**src/rtl/stream_merge_4to1_pkg.sv**
```systemverilog
// stream_merge_4to1_pkg: channel encoding and FSM states, shared with the 1-to-4 decoder side.
package stream_merge_4to1_pkg;
    localparam int NUM_CH = 4;
    localparam int SEL_W = 2;
    localparam logic [SEL_W-1:0] RR_RESET = 2'b11;
    typedef enum logic {IDLE, HOLD} state_t;
    function automatic logic [SEL_W-1:0] onehot_idx(input logic [NUM_CH-1:0] v);
        onehot_idx = '0;
        for (int i = 0; i < NUM_CH; i++)
            if (v[i]) onehot_idx = SEL_W'(i);
    endfunction
endpackage

```
**src/rtl/stream_merge_4to1_if.sv**
```systemverilog
// stream_merge_4to1_if: four source channels in, one tagged stream out.
interface stream_merge_4to1_if #(parameter int WIDTH = 8);
    logic [WIDTH-1:0] in0, in1, in2, in3;
    logic [3:0] in_valid;
    logic [3:0] in_ready;
    logic [WIDTH-1:0] out;
    logic [1:0] out_sel;
    logic out_valid;
    logic out_ready;
    modport slave (input in0, in1, in2, in3, in_valid, out_ready,
                   output in_ready, out, out_sel, out_valid);
    modport master (output in0, in1, in2, in3, in_valid, out_ready,
                    input in_ready, out, out_sel, out_valid);
endinterface

```
**src/rtl/stream_merge_4to1_rr_arbiter.sv**
```systemverilog
// rr_arbiter_4: combinational round-robin arbiter with burst-hold override for the current owner.
module rr_arbiter_4
    import stream_merge_4to1_pkg::*;
(
    input  logic [NUM_CH-1:0] req,
    input  logic [SEL_W-1:0]  ptr,
    input  logic              hold_en,
    input  logic [SEL_W-1:0]  owner,
    output logic [NUM_CH-1:0] grant
);
    logic [SEL_W-1:0] idx;
    // Scan farthest-first so the nearest requester after ptr wins the last write.
    always_comb begin
        grant = '0;
        idx = ptr;
        if (hold_en && req[owner])
            grant = NUM_CH'(1) << owner;
        else
            for (int k = NUM_CH; k >= 1; k--) begin
                idx = ptr + SEL_W'(k);
                if (req[idx]) grant = NUM_CH'(1) << idx;
            end
    end
endmodule

```
**src/rtl/stream_merge_4to1.sv**
```systemverilog
// stream_merge_4to1: round-robin 4-to-1 merge with burst hold and a registered, channel-tagged output.
module stream_merge_4to1
    import stream_merge_4to1_pkg::*;
#(
    parameter int WIDTH = 8,
    parameter int BURST_LEN = 1
) (
    input logic clk,
    input logic rst_n,
    stream_merge_4to1_if.slave bus
);
    logic [WIDTH-1:0] data [NUM_CH];
    state_t state;
    logic [SEL_W-1:0] rr_ptr, owner, gsel;
    logic [3:0] beat_cnt;
    logic [NUM_CH-1:0] grant;
    logic load, hold_en;
    assign data[0] = bus.in0;
    assign data[1] = bus.in1;
    assign data[2] = bus.in2;
    assign data[3] = bus.in3;
    assign load = ~bus.out_valid | bus.out_ready;
    assign hold_en = state == HOLD && beat_cnt < 4'(BURST_LEN);
    rr_arbiter_4 u_arb (
        .req(bus.in_valid),
        .ptr(rr_ptr),
        .hold_en(hold_en),
        .owner(owner),
        .grant(grant)
    );
    assign bus.in_ready = load ? grant : '0;
    assign gsel = onehot_idx(grant);
    // The arbiter only returns none when nothing is valid, so an empty grant under load means go idle.
    always_ff @(posedge clk or negedge rst_n) begin
        if (!rst_n) begin
            bus.out <= '0;
            bus.out_sel <= '0;
            bus.out_valid <= 1'b0;
            rr_ptr <= RR_RESET;
            owner <= '0;
            beat_cnt <= '0;
            state <= IDLE;
        end else if (load) begin
            if (|grant) begin
                bus.out <= data[gsel];
                bus.out_sel <= gsel;
                bus.out_valid <= 1'b1;
                state <= HOLD;
                if (state == HOLD && gsel == owner) begin
                    beat_cnt <= beat_cnt < 4'(BURST_LEN) ? beat_cnt + 4'd1 : beat_cnt;
                end else begin
                    owner <= gsel;
                    beat_cnt <= 4'd1;
                    rr_ptr <= gsel;
                end
            end else begin
                bus.out_valid <= 1'b0;
                beat_cnt <= '0;
                state <= IDLE;
            end
        end
    end
endmodule

```
**src/flat_wrapper.sv**
```systemverilog
// flat-port wrapper written by rule: the top's interface ports become plain ports
module stream_merge_4to1_flat import stream_merge_4to1_pkg::*;
#(
    parameter int WIDTH = 8,
    parameter int BURST_LEN = 1
)
  (clk, rst_n, bus_in0, bus_in1, bus_in2, bus_in3, bus_in_valid, bus_out_ready, bus_in_ready, bus_out, bus_out_sel, bus_out_valid);
  stream_merge_4to1_if #(.WIDTH(WIDTH)) bus_i ();
  input logic clk;
  input logic rst_n;
  input wire logic [$bits(bus_i.in0)-1:0] bus_in0;
  input wire logic [$bits(bus_i.in1)-1:0] bus_in1;
  input wire logic [$bits(bus_i.in2)-1:0] bus_in2;
  input wire logic [$bits(bus_i.in3)-1:0] bus_in3;
  input wire logic [$bits(bus_i.in_valid)-1:0] bus_in_valid;
  input wire logic [$bits(bus_i.out_ready)-1:0] bus_out_ready;
  output wire logic [$bits(bus_i.in_ready)-1:0] bus_in_ready;
  output wire logic [$bits(bus_i.out)-1:0] bus_out;
  output wire logic [$bits(bus_i.out_sel)-1:0] bus_out_sel;
  output wire logic [$bits(bus_i.out_valid)-1:0] bus_out_valid;
  assign bus_i.in0 = bus_in0;
  assign bus_i.in1 = bus_in1;
  assign bus_i.in2 = bus_in2;
  assign bus_i.in3 = bus_in3;
  assign bus_i.in_valid = bus_in_valid;
  assign bus_i.out_ready = bus_out_ready;
  assign bus_in_ready = bus_i.in_ready;
  assign bus_out = bus_i.out;
  assign bus_out_sel = bus_i.out_sel;
  assign bus_out_valid = bus_i.out_valid;
  stream_merge_4to1 #(.WIDTH(WIDTH), .BURST_LEN(BURST_LEN)) u_core (.clk(clk), .rst_n(rst_n), .bus(bus_i));
endmodule
```
**config.mk**
```make
export PLATFORM = sky130hd
export DESIGN_NAME = stream_merge_4to1_flat
export DESIGN_NICKNAME = d
export VERILOG_FILES = /design/src/rtl/stream_merge_4to1_pkg.sv /design/src/rtl/stream_merge_4to1_if.sv /design/src/rtl/stream_merge_4to1_rr_arbiter.sv /design/src/rtl/stream_merge_4to1.sv /design/src/flat_wrapper.sv
export SDC_FILE = /design/constraint.sdc
export NUM_CORES = 1
export LEC_CHECK = 0
export CORE_UTILIZATION = 35
export DETAILED_ROUTE_END_ITERATION = 8
export SYNTH_ARGS = -nofsm -noshare
export SYNTH_HDL_FRONTEND = slang
export SYNTH_HIERARCHICAL = 1
export SYNTH_SLANG_ARGS = --single-unit
```
**constraint.sdc**
```tcl
create_clock -name clk -period 6.8 [get_ports clk]
set_input_delay 0.68 -clock clk [delete_from_list [all_inputs] [get_ports clk]]
set_output_delay 0.68 -clock clk [all_outputs]
set_load 0.03 [all_outputs]
```
* Word-level counts from Yosys, hierarchy flattened *
Index checks and enable logic that the tools add are counted.
W data, S select, Z words.

word-level totals
  logic and storage cells = 61
  bits in registers = 19

cells by class
  shift-type cells = 5
  add/subtract/negate cells = 4
  bitwise gates (word level) = 4
  mux-type cells = 26
  reduce and logical (&&, ||, !) cells = 7
  order comparisons = 7
  equal/unequal tests = 2

operators with widths
  operator               count
  $mux W4                9
  $shl A1 B2 Y4 const A  5
  $bmux W8 S2            1
  $mux W8                2
  $lt A2 B3 Y1 const B   5
  $bmux W1 S2            5
  $mux W1                7
  $add A2 B2 Y2 const B  2
  $add A4 B1 Y4 const B  1
  $lt A4 B1 Y1 const B   1
  $mux W2                2
  $reduce_and A2 Y1      2
  $reduce_or A4 Y1       1
  $ge A3 B3 Y1 const B   1
  $logic_and A1 B1 Y1    3
  $ne A3 B3 Y1 const B   1
  $not A2 Y3             1
  $reduce_and A3 Y1      1
  $add A2 B1 Y2 const B  1
  $eq A2 B2 Y1           1
  $not A1 Y1             2
  $or A1 B1 Y1           1

* Logic depth before layout (Yosys ltp) *
  depth in word-level cells = 14
  depth in mapped cells = 14
  gate-level depth less buffers = 13

* Hierarchy *
Netlist, hierarchy kept.

modules (own cells, without submodules)
  module             seq. area each (sq um)  cells each  area each (sq um)  instances
  stream_merge_4to1  478.0                   122         1122.3             1
  rr_arbiter_4       0.0                     70          559.3              1

* Worst setup path after synthesis *
No wires, ideal clock.

  kind = reg2out
  from = register u_core.rr_ptr[1]
  to = output bus_in_ready[3]
  buffers on the path = 3
  setup slack = 3.002 ns
  data arrival time = 3.118 ns
  required time = 6.120 ns
  cell stages (with the launch flop) = 11
  path through = dfstp_2 -> buf_2 -> inv_1 -> ha_1 -> mux4_2 -> a221oi_4 -> o21ai_1 -> o221ai_1 -> buf_6 -> clkbuf_1 -> and2_1

on the way
  word-level cells in the longest chain between the ends = 8
  elaborated cells on any way between the ends = 21
  classes of those cells = add/sub (3); shift (4); mux (14)

RTL lines
  item                                                             RTL line                                                                text
  from (decl)                                                      stream_merge_4to1.sv:14                                                 logic [SEL_W-1:0] rr_ptr, owner, gsel;
  from (signal assigned)                                           stream_merge_4to1.sv:54                                                 rr_ptr <= gsel;
  $add A2 B2 Y2 / $bmux W1 S2 (equally long branches)              stream_merge_4to1_rr_arbiter.sv:20, stream_merge_4to1_rr_arbiter.sv:21
  $bmux W1 S2 / $mux W1 (equally long branches)                    stream_merge_4to1_rr_arbiter.sv:21                                      if (req[idx]) grant = NUM_CH'(1) << idx;
  $mux W1 (implied by the code) / $mux W4 (equally long branches)  stream_merge_4to1_rr_arbiter.sv:21
  $mux W4 (2 in a row)                                             stream_merge_4to1_rr_arbiter.sv:21
  $mux W4 *                                                        stream_merge_4to1_rr_arbiter.sv:21
  $mux W4 *                                                        stream_merge_4to1_rr_arbiter.sv:16                                      if (hold_en && req[owner])
  named net u_core.grant[3]                                        stream_merge_4to1.sv:16                                                 logic [NUM_CH-1:0] grant;
  $mux W4 *                                                        stream_merge_4to1.sv:31                                                 assign bus.in_ready = load ? grant : '0;
  to (decl)                                                        flat_wrapper.sv:17                                                      output wire logic [$bits(bus_i.in_ready)-1:0] bus_in_ready;

Mark *: on every way through the listed nets, which the timed path passes. The rest lies on a longest branch. The select of a mux whose other input is x is not followed.

* Worst setup path in the final report *
  from = register u_core.rr_ptr[0]
  to = output bus_in_ready[3]

The elaborated chain is that of the path after synthesis.

==> reports/summary.txt <==
Status -> finished with violations
Violated checks -> design-rule violations
Leakage -> 0.921 nW
Hold crit path type -> flip-flop to flip-flop
Cell taking the most area after synthesis -> dfrtp_1
Design area -> 2300 µm²
First-pass GRT wire length -> 6970 µm
Worst Max-Slew Pin Slew -> 0.928 ns
DR WL met3 -> 327 µm
Number of cell rows -> 24
Reg2Reg Depth -> 11
Most frequent cells in the layout -> clkdlybuf4s50_1, mux2i_1, nand2_1, nor2_1, dfrtp_1
Die Span Y -> 71.3 µm
Count of pins over their slew limit -> 0
# Post-CTS Setup Buffers -> 0
Setup crit end kind -> output pin
Synth Register Bits -> 19
Hold WS -> 0.486 ns
Worst reg2reg setup slack -> 2.58 ns
Core area -> 4470 µm²
Routed Antenna Nets -> 0
Detailed Route WL -> 4110 µm
Fin crit share -> 71.3%
ANT cells -> 0
Synth unique cells -> 41
Yosys Warn Count -> 6
Commonest non-fill, non-tap cell in the layout -> clkdlybuf4s50_1
Clock-pin slew on the worst setup and hold paths -> 0.07 ns
CTS tree -> built
Final setup viols -> 0
CP max FO -> 20
CP Class -> flip-flop to output pin
IO Pins -> 54
Vias in the first global route -> 1510
Arrival @ worst endpoint -> 4.17 ns
Syn_area_per_cell -> 8.76 µm²
Routability cong. -> 0.790
Mapped cell area -> 1680 µm²
Share of layout cells above drive strength 1 -> 8.68%
Hold path start -> u_core/beat_cnt[3]
Max rail drop VDD -> 0.000224 V
Required time of the critical path -> 6.12 ns
Post-route insts no fill -> 294
Power Density -> 608 nW/µm²
Routed vias/inst -> 5.37
Critical R2R Capture -> u_core/beat_cnt[3]
Synthesized net count -> 239
Clock tree buffer depth -> 2
Setup_tns -> 0 ns
Total Routing Usage GR -> 17.4%
Max-slew headroom -> 38.1%
Starting DRT DRC Count -> 85
Fin nets -> 290
CTS Hold Bufs -> 0
Post-Place Cell Area -> 2250 µm²
Synth-to-Final Area Change -> 36.6%
Worst Hold Path EP -> u_core/beat_cnt[3]
Post-synthesis async set-or-reset flop share -> 100%
Top_reg_cell synth -> dfrtp_1
Max frequency -> 206 MHz
Placed insts -> 290
Number of flops mapped to enable cells by yosys -> 0
Clk root buf -> clkbuf_8
Clock Skew -> 0.00497 ns
Number of remaining DRC errors -> 1
Routed vias -> 1579
Initial antenna violation count -> 0
Met2 wire length -> 1820 µm
WL/cell -> 14.0 µm
GRT overflow -> 0
Sequential fraction of the synthesis area -> 28.4%
Worst-Skew Late Latency -> 0.26 ns
Post-DP HPWL -> 3150 µm
Unrepaired setup endpoints after global routing -> false
Hold Fails Final Rpt -> 0
CP Launch Type -> flip-flop
Worst r2r src -> u_core/rr_ptr[0]
Die Footprint -> 5090 µm²
CTS resizes -> 0
H-tree depth -> 1
Hold path cells -> 1
IO buf count -> 53
MaxCap Viol Count -> 0
CTS Sinks -> 19
Max Used Layer -> met4
Largest net degree at the start of global routing -> 23
Share of the synthesized area in the top cell type -> 25.3%
Starting Density -> 37.6%
CTS buffer count -> 3
Router iterations before antenna repair -> 6
Synth Instances -> 192
Die Span X -> 71.3 µm
Tmin final -> 4.85 ns
Met1 wire length -> 1880 µm
Area contributors post-synth -> dfrtp_1, mux2i_1, ha_1, nand2_1, nor2_1
## area by class of cell
| cell class | instances | area [µm²] |
|---|---|---|
| clock buffers | 4 | 45.0 |
| fillers | 427 | 2180 |
| inverters | 5 | 18.8 |
| multi-input cells | 158 | 1140 |
| flip-flops and latches | 19 | 478 |
| well taps | 52 | 65.1 |
| repair buffers | 56 | 553 |
## critical path, stage by stage, from the launching register on
cell and delay (ns):
dfstp_2 0.74, inv_1 0.17, ha_1 0.40, mux4_2 0.57, a221oi_4 0.25, o21ai_1 0.13
o221ai_2 0.75, and2_1 0.24, clkdlybuf4s50_1 0.67
## worst max path at each step
stage | cells past startpoint | slack (ns) | start | endpoint
after global placement | 8 | 2.28 | u_core/rr_ptr[0] | bus_in_ready[3]
after CTS | 8 | 1.94 | u_core/rr_ptr[0] | bus_in_ready[3]
after global routing | 8 | 1.68 | u_core/rr_ptr[0] | bus_in_ready[3]
final | 8 | 1.95 | u_core/rr_ptr[0] | bus_in_ready[3]
after floorplan | 10 | 3.00 | u_core/rr_ptr[1] | bus_in_ready[3]
after detailed placement | 8 | 2.25 | u_core/rr_ptr[0] | bus_in_ready[3]
## cell families after synthesis
kind of cell	share of synthesized area, %
xor gates and xnor gates	0.521
adders and majority gates	5.95
and+or+nand+nor	20.5
DFF	28.4
muxes	19.1
buffers and inverters	4.32
AOI/OAI and AO/OA	21.1
## stage by stage
stage / total power (W) / setup slack [ns] / utilization [%]
floorplan: 0.00105 / 3.00 / -
global placement: 0.00132 / 2.28 / 50.3
detailed placement: 0.00132 / 2.25 / 50.3
CTS: 0.00141 / 1.94 / 51.3
global route: 0.00153 / 1.68 / 51.3
finish: 0.00140 / 1.95 / 51.3
## state kept, by name (all words and copies together), names as in the netlist
| register | flops |
|---|---|
| u_core/state | 1 |
| u_core/rr_ptr | 2 |
| u_core/owner | 2 |
| u_core/beat_cnt | 4 |
| u_core/bus.out_sel | 2 |
| u_core/bus.out | 8 |
## report_power, final
part / leakage (nW) / total (W) / internal (W) / switching [W]
Combinational: 0.679 / 0.00107 / 0.000469 / 0.000602
Sequential: 0.219 / 0.000244 / 0.000178 / 0.0000663
Clock: 0.0228 / 0.0000805 / 0.0000417 / 0.0000387
Total: 0.921 / 0.00140 / 0.000688 / 0.000707
## synthesized netlist by cell type (3+ instances only)
| cell type | instances |
|---|---|
| mux2i_1 | 25 |
| nand2_1 | 24 |
| nor2_1 | 18 |
| dfrtp_1 | 17 |
| o21ai_0 | 11 |
| a21oi_1 | 8 |
| ha_1 | 8 |
| nand2b_1 | 8 |
| and2_1 | 7 |
| buf_2 | 7 |
| o22ai_1 | 7 |
| inv_1 | 5 |
| o21ai_1 | 5 |
| nor2b_1 | 3 |
| nor3b_1 | 3 |
| o221ai_1 | 3 |
## metal layers
metal  track usage, %  vias to the layer above
li1                 -                      796
met1             23.3                      705
met2             26.3                       71
met3             4.78                        7
met4             7.56                        0
met5                0                        -
No activity file was read; power rests on OpenSTA's default activity.
